==> config.mk <==
export PLATFORM = sky130hd
export DESIGN_NAME = divider_seq_8bit
export DESIGN_NICKNAME = d
export VERILOG_FILES = /design/src/rtl/divider_seq_8bit.sv
export SDC_FILE = /design/constraint.sdc
export NUM_CORES = 1
export LEC_CHECK = 0
export CELL_PAD_IN_SITES_DETAIL_PLACEMENT = 0
export CELL_PAD_IN_SITES_GLOBAL_PLACEMENT = 1
export CORE_MARGIN = 1
export CORE_UTILIZATION = 36
export DETAILED_ROUTE_END_ITERATION = 10
export GPL_TIMING_DRIVEN = 0
export PLACE_DENSITY = 0.77
export SETUP_SLACK_MARGIN = 0.3
export SYNTH_ARGS = -nofsm -noshare
export SYNTH_HDL_FRONTEND = slang
export SYNTH_SLANG_ARGS = --single-unit
==> constraint.sdc <==
create_clock -name clk -period 4 [get_ports clk]
set_input_delay 0.6 -clock clk [delete_from_list [all_inputs] [get_ports clk]]
set_output_delay 0.6 -clock clk [all_outputs]
set_load 0.1 [all_outputs]
==> src/rtl/divider_seq_8bit.sv <==
// Sequential 8-bit unsigned restoring divider, one quotient bit per cycle.
// Latency: 9 edges from accepted start to done (1 edge for a zero divisor); start is ignored while busy.
module divider_seq_8bit (
    input  logic       clk,
    input  logic       rst,
    input  logic       start,
    input  logic [7:0] dividend,
    input  logic [7:0] divisor,
    output logic       busy,
    output logic       done,
    output logic [7:0] quotient,
    output logic [7:0] remainder,
    output logic       div_by_zero
);

    typedef enum logic [1:0] {S_IDLE, S_RUN, S_DONE} state_t;

    state_t     r_state;
    logic [7:0] r_q;
    logic [7:0] r_d;
    logic [7:0] r_r;
    logic [2:0] r_cnt;

    logic [7:0] w_trial;
    logic [7:0] w_diff;
    logic [8:0] w_borrow;
    logic       w_ok;
    logic [7:0] w_r_next;
    logic [7:0] w_q_next;

    // Explicit ripple-borrow subtract so the final borrow doubles as the compare result.
    always_comb begin
        w_trial     = {r_r[6:0], r_q[7]};
        w_diff      = 8'd0;
        w_borrow    = 9'd0;
        for (int i = 0; i < 8; i++) begin
            w_diff[i]       = w_trial[i] ^ r_d[i] ^ w_borrow[i];
            w_borrow[i + 1] = (~w_trial[i] & r_d[i]) | (~(w_trial[i] ^ r_d[i]) & w_borrow[i]);
        end
        // A set R[7] means the trial value is really 9 bits wide and always exceeds D.
        w_ok        = r_r[7] | ~w_borrow[8];
        w_r_next    = w_ok ? w_diff : w_trial;
        w_q_next    = {r_q[6:0], w_ok};
    end

    always_ff @(posedge clk) begin
        if (rst) begin
            r_state     <= S_IDLE;
            r_q         <= 8'd0;
            r_d         <= 8'd0;
            r_r         <= 8'd0;
            r_cnt       <= 3'd0;
            busy        <= 1'b0;
            done        <= 1'b0;
            quotient    <= 8'd0;
            remainder   <= 8'd0;
            div_by_zero <= 1'b0;
        end else begin
            case (r_state)
                S_IDLE, S_DONE: begin
                    if (start) begin
                        r_q   <= dividend;
                        r_d   <= divisor;
                        r_r   <= 8'd0;
                        r_cnt <= 3'd0;
                        if (divisor != 8'd0) begin
                            r_state <= S_RUN;
                            busy    <= 1'b1;
                            done    <= 1'b0;
                        end else begin
                            r_state     <= S_DONE;
                            busy        <= 1'b0;
                            done        <= 1'b1;
                            quotient    <= 8'hFF;
                            remainder   <= dividend;
                            div_by_zero <= 1'b1;
                        end
                    end else begin
                        r_state <= S_IDLE;
                        busy    <= 1'b0;
                        done    <= 1'b0;
                    end
                end
                S_RUN: begin
                    r_r   <= w_r_next;
                    r_q   <= w_q_next;
                    r_cnt <= r_cnt + 3'd1;
                    if (r_cnt == 3'd7) begin
                        r_state     <= S_DONE;
                        busy        <= 1'b0;
                        done        <= 1'b1;
                        quotient    <= w_q_next;
                        remainder   <= w_r_next;
                        div_by_zero <= 1'b0;
                    end
                end
                default: begin
                    r_state <= S_IDLE;
                    busy    <= 1'b0;
                    done    <= 1'b0;
                end
            endcase
        end
    end

endmodule

### Word-level counts from Yosys, hierarchy flattened

Cells that the tools add are included.

| storage, ports and cells | value |
|---|---|
| ROM bits | 0 |
| RAM bits | 0 |
| memories | 0 |
| register bits | 48 |
| word-level logic and storage cells | 108 |
| latch bits | 0 |

| operators by class | value |
|---|---|
| bitwise operators | 54 |
| equality and inequality tests | 6 |
| $add $sub $neg | 1 |
| div/mod/pow operators | 0 |
| shift operators | 0 |
| reductions and logical operators | 7 |
| $mul | 0 |
| mux-type cells | 30 |
| $lt $le $gt $ge | 0 |

Operators with widths:

| cell | count |
|---|---|
| 8-bit two-way mux | 9 |
| 8-bit case mux with 2 select lines | 4 |
| 1-bit NOT | 16 |
| 1-bit AND | 15 |
| 1-bit bitwise XOR | 15 |
| 1-bit two-way mux | 8 |
| 1-bit OR | 8 |
| 8-bit nonzero test | 1 |
| 2-bit two-way mux | 3 |
| 2-bit != test (second input constant) | 3 |
| 1-bit case mux with 2 select lines | 3 |
| 3-bit case mux with 2 select lines | 1 |
| 2-bit case mux with 2 select lines | 1 |
| 2-bit AND reduction | 2 |
| 4-bit AND reduction | 1 |
| 3-bit by 1-bit adder with 3-bit output (second input constant) | 1 |
| 3-bit equality test (second input constant) | 1 |
| 3-bit two-way mux | 1 |
| 2-bit by 1-bit equality test with 1-bit output (second input constant) | 1 |
| 2-bit equality test (second input constant) | 1 |
| 2-bit zero test | 1 |
| 2-bit nonzero test | 1 |
| 2-bit OR reduction | 1 |

### Depth between registers and ports, before layout

| depth | value |
|---|---|
| depth after elaboration | 21 |
| depth in mapped cells | 13 |
| mapped depth without buffers | 12 |

### Worst setup path after synthesis

OpenSTA, ideal clock, no wires.

| path | value |
|---|---|
| path type | register -> register |
| start | reg r_q[7] |
| end | reg remainder[0] |
| cell stages (with the launch flop) | 13 |
| path buffers | 0 |
| library setup time | 0.091 ns |
| slack | -0.019 ns |
| data arrival time | 3.928 ns |
| data required time | 3.909 ns |
| clock period less this slack | 4.019 ns |
| path through | dfxtp_1 -> inv_1 -> ha_1 -> fa_1 -> fa_1 -> fa_1 -> fa_1 -> fa_1 -> fa_1 -> fa_1 -> nor3b_1 -> a211o_1 -> a311oi_1 |

| on the way | value |
|---|---|
| longest elaborated chain between the ends | 21 |
| elaborated cells on any way between the ends | 22 |

RTL lines:

| item | RTL line | source |
|---|---|---|
| start: declaration | 19 | `logic [7:0] r_q;` |
| start signal: assignment | 62 | `r_q <= dividend;` |
| start signal: assignment | 86 | `r_q <= w_q_next;` |
| 1-bit NOT | 38 | `w_borrow[i + 1] = (~w_trial[i] & r_d[i]) \| (~(w_trial[i] ^ r_d[i]) & w_borrow[i]);` |
| 1-bit AND (2 in series) | 38 |  |
| 1-bit OR | 38 |  |
| 1-bit AND | 38 |  |
| 1-bit OR | 38 |  |
| 1-bit AND | 38 |  |
| 1-bit OR | 38 |  |
| 1-bit AND | 38 |  |
| [... 4 more ...] | -- |  |
| 1-bit OR | 38 |  |
| 1-bit AND | 38 |  |
| 1-bit OR | 38 |  |
| 1-bit NOT | 41 | `w_ok = r_r[7] \| ~w_borrow[8];` |
| 1-bit OR | 41 |  |
| 8-bit two-way mux (*) | 42 | `w_r_next = w_ok ? w_diff : w_trial;` |
| 8-bit two-way mux (*) | 88 | `if (r_cnt == 3'd7) begin` |
| 8-bit case mux with 2 select lines (*) | 59 | `case (r_state)` |
| end signal: assignment | 75 | `remainder <= dividend;` |
| end signal: assignment | 93 | `remainder <= w_r_next;` |
| end: declaration | 12 | `output logic [7:0] remainder,` |

Every way passes the cells marked *; elsewhere a longest branch is shown, timed or not. The select of a mux whose other input is x is not followed.
A chain may end at the register's enable or synchronous reset.

### Final worst setup path

| path | value |
|---|---|
| start | reg r_q[7] |
| end | reg remainder[6] |

| on the way | value |
|---|---|
| longest elaborated chain between the ends | 21 |
| elaborated cells on any way between the ends | 22 |

RTL lines:

| item | RTL line |
|---|---|
| 1-bit NOT (*) | 38 |
| 1-bit AND (*) (2 in series) | 38 |
| 1-bit OR (*) | 38 |
| 1-bit AND (*) | 38 |
| 1-bit OR (*) | 38 |
| 1-bit AND (*) | 38 |
| 1-bit OR (*) | 38 |
| 1-bit AND (*) | 38 |
| [... 4 more ...] | -- |
| 1-bit OR | 38 |
| 1-bit AND | 38 |
| 1-bit OR | 38 |
| 1-bit NOT | 41 |
| 1-bit OR | 41 |
| 8-bit two-way mux (*) | 42 |
| 8-bit two-way mux (*) | 88 |
| 8-bit case mux with 2 select lines (*) | 59 |

Marked as above.

==> results.txt <==
* Worst slack, placed: -117 ps
- Cells after Synth: 230
* Arrival time of data at the critical path endpoint: roughly 4200 ps
- Across every metal layer, demand over resource in global routing totals 19.7%.
* Largest net degree at the start of global routing: 17
* Crit-path max FO: 9
- The worst pin sits at a relative slew slack of 33.7%.
* Vias: about 1900
* Total congestion overflow: 0
- Antenna-violating nets left: 0
- For this design the static power due to leakage is 0.940 nW.
* Setup repair after global routing missed its margin: true
* Maximum clock rate: 255 MHz
- In this run the tool buffered the top-level ports with 37 buffer cells.
- Slew at the pin with the worst max-slew slack: 991 ps
- The largest total area in the synthesized netlist belongs to dfxtp_1.
- Setup violations remaining at the end of the flow were counted as 0.
- Most area-consuming cells after synthesis: dfxtp_1 (44%), a311oi_1 (8.9%), nand2_1 (6.6%)
- For this run, the number of Yosys warnings is 0.
* Critical path's slowest cell: fa_2
- Count of standard-cell rows: 27
- Routed wire per std cell: 16.7 µm
* Initial core utilization: 38.3%
* Number of enable flip-flop cells after synthesis: 0
- Maximum vdd ir drop: between 0.15 and 0.2 mV
- In this run the standard cell core region covers 5640 µm².
- Worst-path cell chain: inv_2 > ha_4 > fa_2 > fa_2 > fa_2 > fa_2 > fa_2 > fa_2 > fa_2 > nor3b_1 > a211o_1 > a311oi_1
- The first global-routing pass estimated slightly above 9000 µm of wire.
- After the last flow step, the layout net total stands at around 300.
- In this run the mean area of a mapped cell was roughly 9.4 µm².
- The min-delay analysis places its worst path in the category reg2reg.
- The die covers 6310 µm².
* Height of the chip: 79.4 µm
- Power spread over the standard cell area amounts to 383 nW/µm².
- DR iter-0 viols: 126
- Crit path time final: 3930 ps
- Cells with a size suffix above 1 make up 14.2% of the layout.
- Of the available clock period, the critical path in the final layout requires 98.2%.
* Dominant register cell in the synthesized netlist: dfxtp_1
* H-tree depth: 2
- Critical Path RT: 4220 ps
* Cell repeated most along the worst path: fa_2
- Post-synthesis sequential element count: 47
* Status: finished, final reports clean
- In this run, distinct cell masters in the synthesized netlist total 32.
* Cell at the root of the clock tree: clkbuf_8
- The clock passes through at most 2 buffers.
* Number of placed I/O pins: 38
* Final Skew: 13.7 ps
- The clock drives 47 sinks.
* Relative area change from synthesis to final layout: 28.5%
- Using the TritonRoute via totals, the vias-per-cell ratio works out to 5.38.
- Largest delay contributor family on the critical path: adder cells
- Most common cell after layout, fill and taps aside: dfxtp_1
* Setup slack after layout: between 70 and 80 ps
* # diodes: 0
* Number of buffers inserted by hold repair at cts: 0
- Measured on the finished design, the core utilization comes to 49.2%.
- Summing every instance area after synthesis gives 2160 µm².
- The completed layout was analyzed and its total power is 1.06 mW.
- For this run, the register share of the synthesized area comes to between 40% and 50%.
* Total nets after synthesis: 259
- Clock slew at reported path FFs: approximately 100 ps
* Number of max-slew violations in the final report: 0
* Clock tree from TritonCTS: done
* Total detailed-routing wirelength: just under 6000 µm
- Launching element type of the critical path: flip-flop
* Clock insertion delay at the later pin of the skew report: 310 ps
- Initial DRT Pass Iterations: 4
- Vias in the first global route: 1779
* Final hold violation count: 0
- The top cell types in the final layout, fill and taps aside, are dfxtp_1 (46), nand2_1 (38), clkdlybuf4s50_1 (37).
- After detailed routing, the number of remaining DRC violations is 0.
* Critical Setup Path Class: reg2reg
* Number of maximum-capacitance violations: 0
- Share of Yosys cell area claimed by the top area cell type: 43.6%
* Post-DP HPWL: 4270 µm
- In this run the horizontal extent of the chip is about 79 µm.
* Total buffers and inverters traversed by the critical path: 1
* Endpoint type of the worst setup path: flip-flop
- CTS Buf Count: 5
- The largest single stage delay on the critical path is 410 ps.
* Placer congestion estimate: around 0.79
- After synthesis, the share of flip-flops with an asynchronous set or reset is 0%.
* Worst hold slack after final layout: 484 ps
- The number of antenna violations at the first check in global routing came to 0.
==> worst reg2reg max path, delay by kind of cell (launching register included) <==
family,cells,cell delay [ps]
adder cells (fa/ha/maj),8,2650
buffers and inverters,1,50
AND/OR/NAND/NOR,1,170
AO/OA/AOI/OAI,2,600
flip-flops,1,380
==> report_power, final <==
group	total (mW)	internal (mW)	switching, mW
Combinational	0.244	0.103	0.141
Clock	0.304	0.125	0.179
Sequential	0.515	0.494	0.0209
Total	1.06	0.722	0.341
==> final timing paths <==
kind         cells after the start     start           end  slack, ps
max                             12    r_q[7]  remainder[6]         70
min                              2  r_cnt[2]      r_cnt[2]        480
max reg2reg                     12    r_q[7]  remainder[6]         70
min reg2reg                      2  r_cnt[2]      r_cnt[2]        480
==> through the flow <==
stage	cells	instance area (µm²)	TNS, ps
floorplan	230	2190	0
global route	347	2770	-314
CTS	347	2750	0
global placement	339	2660	-802
finish	347	2770	0
detailed placement	339	2660	-1150
==> final cells by class <==
| class | instances | area (µm²) |
|---|---|---|
| Buffer | 18 | 81.3 |
| Sequential cell | 47 | 942 |
| Inverter | 9 | 33.8 |
| Clock inverter | 3 | 23.8 |
| Multi-Input combinational cell | 156 | 1160 |
| Clock buffer | 5 | 68.8 |
| Tap cell | 72 | 90.1 |
| Fill cell | 544 | 2870 |
| Timing Repair Buffer | 37 | 370 |
==> synth_stat cells (5+ instances only) <==
master     n
clkbuf_1  12
nor2_1     6
dfxtp_1   47
inv_1      8
a21oi_1   22
nand2b_1   5
nor3b_1    8
a311oi_1  22
nand2_1   38
o221a_2    8
a211o_1    8
fa_1       7
nand3_1   12
==> repair_timing <==
item,CTS,global route
pin swaps,1,0
gates resized for setup,1,4
buffers inserted,0,0
setup endpoints to repair,18,18
==> state kept, by name, summed over array words and instances, names as in the netlist <==
register / cells
r_r: 8
div_by_zero: 1
r_d: 8
busy: 1
r_cnt: 3
r_state: 2
quotient: 8
r_q: 8
remainder: 8
==> kinds of logic after synthesis <==
group / after synthesis / share of synthesized area [%]
flops: 47 / 43.6
buf+inv: 27 / 5.27
fa+ha+maj: 10 / 8.23
compound gates: 65 / 23.8
simple gates: 81 / 19.1
==> routing by layer <==
layer	wire (µm)	up-vias	track usage [%]
met2	2570	45	29.5
li1	-	943	-
met3	242	15	4.11
met4	144	0	8.55
met1	2860	864	27.1
met5	0	-	0
No activity file was read; power rests on OpenSTA's default activity.
==> patch 1 (same settings) <==
Re-encode `state_t` (3 states) as one-hot, 3 bits wide.
--- a/src/rtl/divider_seq_8bit.sv
+++ b/src/rtl/divider_seq_8bit.sv
@@ -13,7 +13,7 @@
     output logic       div_by_zero
 );
 
-    typedef enum logic [1:0] {S_IDLE, S_RUN, S_DONE} state_t;
+    typedef enum logic [2:0] {S_IDLE = 3'b001, S_RUN = 3'b010, S_DONE = 3'b100} state_t;
 
     state_t     r_state;
     logic [7:0] r_q;
Formal check against the unedited RTL: no difference found for any inputs over 10 cycles, from zero or initial values and one cycle with rst high; not proved beyond that.
==> patch 1 against the unedited design <==
Cell area grew 10%. Wire length grew 1.1%. Sequential cell count grew 1. Global-route usage shrank 0.17 points. Largest cell class unchanged. Critical endpoint is now remainder[5]. Via count grew 1.2%. Synthesized area grew 6.7%. Worst hold slack lost 0.023 ns. Setup slack lost 0.077 ns. Power grew 5.6%. Highest routed layer unchanged. The run now ends with negative setup slack left.
==> patch 1: results (changes against the unedited design) <==
GR Layer Usage met3 4.00% (-0.11 points); hpwl dp 4.11 mm (-3.6%); top cells by count, synth 48 x dfxtp_1, 40 x nand2_1, 17 x nor2_1; Area after DPL 2810 sq um (+5.7%); fin nets 314 (+3.6%); dpl cells 346 (+2.1%); Final TNS setup -0.00525 ns (-0.00525 ns); P_seq 0.506 mW (-2%); status complete, but fails checks; Sw Pwr 0.313 mW (-8.1%); met3 WL 210 microns (-13%); Final Non-Filler Cells 361 (+4.0%); Slew HR 35.1% (+1.4 points); Final setup viols 1 (+1); met1 Resource Use GR 27.3% (+0.20 points); top cells by area, synth dfxtp_1 42%, nand2_1 6.5%, o221a_2 6.4%; vias in the first global route 1,829 (+2.8%); XOR/XNOR Fraction of Synth Area 0.706% (+0.71 points); Mapped Nets 264 (+1.9%); worst-path fanout max 5 (-4); first-pass GRT wire length 9.59 mm (+3.0%); Power Dens Cells 367 nW/um^2 (-4.3%); failing checks negative setup slack; share of layout cells above drive strength 1 26.6% (+12 points); 1st-iter DRT viols 86 (-32%); Final WS setup -0.00525 ns (-0.0774 ns); pin count of the biggest net entering global routing 16 (-1); drt wl/cell 16.3 microns (-2.8%); clock skew 0.0112 ns (-0.00257 ns); Post-Synth Adder-Cell Area 7.71% (-0.52 points); WL met2 2.68 mm (+4.4%); Syn Area/Cell 9.80 sq um (+4.5%); Post-Place Setup Slack -0.142 ns (-0.0252 ns); Synth Area in Compound Gates 24.3% (+0.51 points); power share of the combinational group 22.7% (-0.2 points); # port buffers 36 (-2.7%)
==> patch 1: cell count changes after synthesis, sizes merged, moves of 8 or more <==
cell,unedited run,this run
a311oi,22,0
a31oi,0,11
a2bb2oi,0,12
a211o,8,0
o21ai,1,9
nand3,12,2
nor2,6,17
==> patch 1: cells by family after synthesis <==
logic type,Yosys count
adders and majority gates,10
muxes,6
xor gates and xnor gates,1
buffers and inverters,27
and+or+nand+nor,73
AOI/OAI and AO/OA,70
DFF,48
==> patch 1: what timing repair did <==
item / in CTS / in global routing
pin swaps: 8 / 3
setup buffers: 7 / 0
gates resized for setup: 18 / 1
endpoints found under the setup margin: 15 / 18
==> patch 1: path summary, 6_finish.rpt <==
path	startpoint	end	slack [ns]	cells after the start
setup / recovery	r_q[7]	remainder[5]	-0.005	14
hold / removal	busy	busy	0.46	2
hold reg to reg	busy	busy	0.46	2
setup reg to reg	r_q[7]	remainder[5]	-0.005	14
==> patch 1: area by class of cell <==
cell class / count / area [sq um] / share of cell area (%)
Buffer: 17 / 118 / 3.84
Clock buffer: 5 / 68.8 / 2.25
Clock inverter: 3 / 42.5 / 1.39
Inverter: 10 / 37.5 / 1.23
Multi-Input combinational cell: 160 / 1310 / 42.9
Sequential cell: 48 / 962 / 31.4
Tap cell: 75 / 93.8 / 3.07
Timing Repair Buffer: 43 / 424 / 13.9
==> patch 1: worst max-delay path, stage by stage (launching register included) <==
cell	delay, ns
dfxtp_2	0.34
inv_2	0.05
ha_4	0.15
fa_2	0.35
fa_2	0.35
fa_2	0.35
fa_2	0.34
fa_2	0.35
fa_2	0.36
fa_2	0.40
nand2b_4	0.11
buf_8	0.13
mux2_4	0.32
a2bb2oi_2	0.16
o221a_2	0.19
==> patch 2 (config.mk and constraints unchanged) <==
Without the edit above. Register the output `div_by_zero` once more, without a reset; this adds one clock of latency there. The other outputs are not delayed to match.
--- a/src/rtl/divider_seq_8bit.sv
+++ b/src/rtl/divider_seq_8bit.sv
@@ -14,6 +14,8 @@
 );
 
     typedef enum logic [1:0] {S_IDLE, S_RUN, S_DONE} state_t;
+
+    logic div_by_zero_s0;
 
     state_t     r_state;
     logic [7:0] r_q;
@@ -54,7 +56,7 @@
             done        <= 1'b0;
             quotient    <= 8'd0;
             remainder   <= 8'd0;
-            div_by_zero <= 1'b0;
+            div_by_zero_s0 <= 1'b0;
         end else begin
             case (r_state)
                 S_IDLE, S_DONE: begin
@@ -73,7 +75,7 @@
                             done        <= 1'b1;
                             quotient    <= 8'hFF;
                             remainder   <= dividend;
-                            div_by_zero <= 1'b1;
+                            div_by_zero_s0 <= 1'b1;
                         end
                     end else begin
                         r_state <= S_IDLE;
@@ -91,7 +93,7 @@
                         done        <= 1'b1;
                         quotient    <= w_q_next;
                         remainder   <= w_r_next;
-                        div_by_zero <= 1'b0;
+                        div_by_zero_s0 <= 1'b0;
                     end
                 end
                 default: begin
@@ -103,5 +105,9 @@
         end
     end
 
+    always_ff @(posedge clk) begin
+        div_by_zero <= div_by_zero_s0;
+    end
+
 endmodule
 
Check against the original RTL: not equivalent (Yosys sat finds a counterexample within 4 cycles, from zero or initial values and one cycle with rst high).
==> patch 2 against the unedited design <==
Sequential share of layout area down 0.43 points. Sequential cell count up 1. Cell area up 3.4%. Fmax about the same. Count of clock-buffer cells in the layout unchanged. Power up 10%. Setup slack worse by 0.0015 ns. Wire length up 1.6%. Via count up 4.9%. Synthesized area up 0.93%. Sequential power up 2%.
==> patch 2: results (changes against the unedited design) <==
Hold Crit Endpoint div_by_zero; Area after DPL 2680 sq um (+0.75%); Clk power 0.363 mW (+19%); Sw Ratio 29.7% (-2.3 points); power share of the combinational group 24.3% (+1.4 points); hpwl dp 4.13 mm (-3.3%); WL met1 2.81 mm (-1.6%); GR Layer Usage met3 4.00% (-0.11 points); status finished clean; Via density 5.56 (+3.4%); WL met2 2.73 mm (+6.2%); fin nets 308 (+1.7%); critical path endpoint remainder[0]; worst r2r path cells 13 (+1); met1 Resource Use GR 27.5% (+0.35 points); final hold slack 0.361 ns (-0.123 ns); Pleak 0.989 nW (+5.2%); Total GRT Usage 20.0% (+0.27 points); met2 Usage GRT 31.1% (+1.6 points); Post-Place Setup Slack -0.0895 ns (+0.0275 ns); Comb. pwr 0.285 mW (+17%); GP Congestion 0.831 (+5.0%); drt pass-1 iters 5 (+1); Slew @ Worst Pin 0.980 ns (-0.0118 ns); clock skew 0.00701 ns (-0.00672 ns); top cells by area, synth dfxtp_1 44%, a311oi_1 8.8%, nand2_1 6.5%; min Tclk post-route 3.93 ns (+0.00154 ns)
==> patch 2: critical path: cells and delay by family, from the launching register on <==
kind,cells,cell delay [ns]
and+or+nand+nor,1,0.13
adders and majority gates,8,2.65
AOI/OAI and AO/OA,2,0.52
buffers and inverters,2,0.20
DFF,1,0.36
==> patch 2: timing repair <==
item / 4_1_cts / 5_1_grt
endpoints found under the hold margin: 0 / 0
gates resized for setup: 7 / 7
buffers inserted: 4 / 0
setup endpoints to repair: 18 / 18
pin swaps: 13 / 9
==> patch 2: kinds of logic after synthesis <==
group | synth area share [%]
AO/OA/AOI/OAI | 23.6
buffers and inverters | 5.23
AND/OR/NAND/NOR | 19.0
flip-flops | 44.1
adder cells (fa/ha/maj) | 8.16
==> patch 2: layout make-up <==
type                            count  area [sq um]
Inverter                            9          33.8
Tap cell                           72          90.1
Multi-Input combinational cell    156          1170
Buffer                             18          90.1
Clock inverter                      3          46.3
Fill cell                         552          2810
Clock buffer                        5          68.8
Timing Repair Buffer               41           408
Sequential cell                    48           962
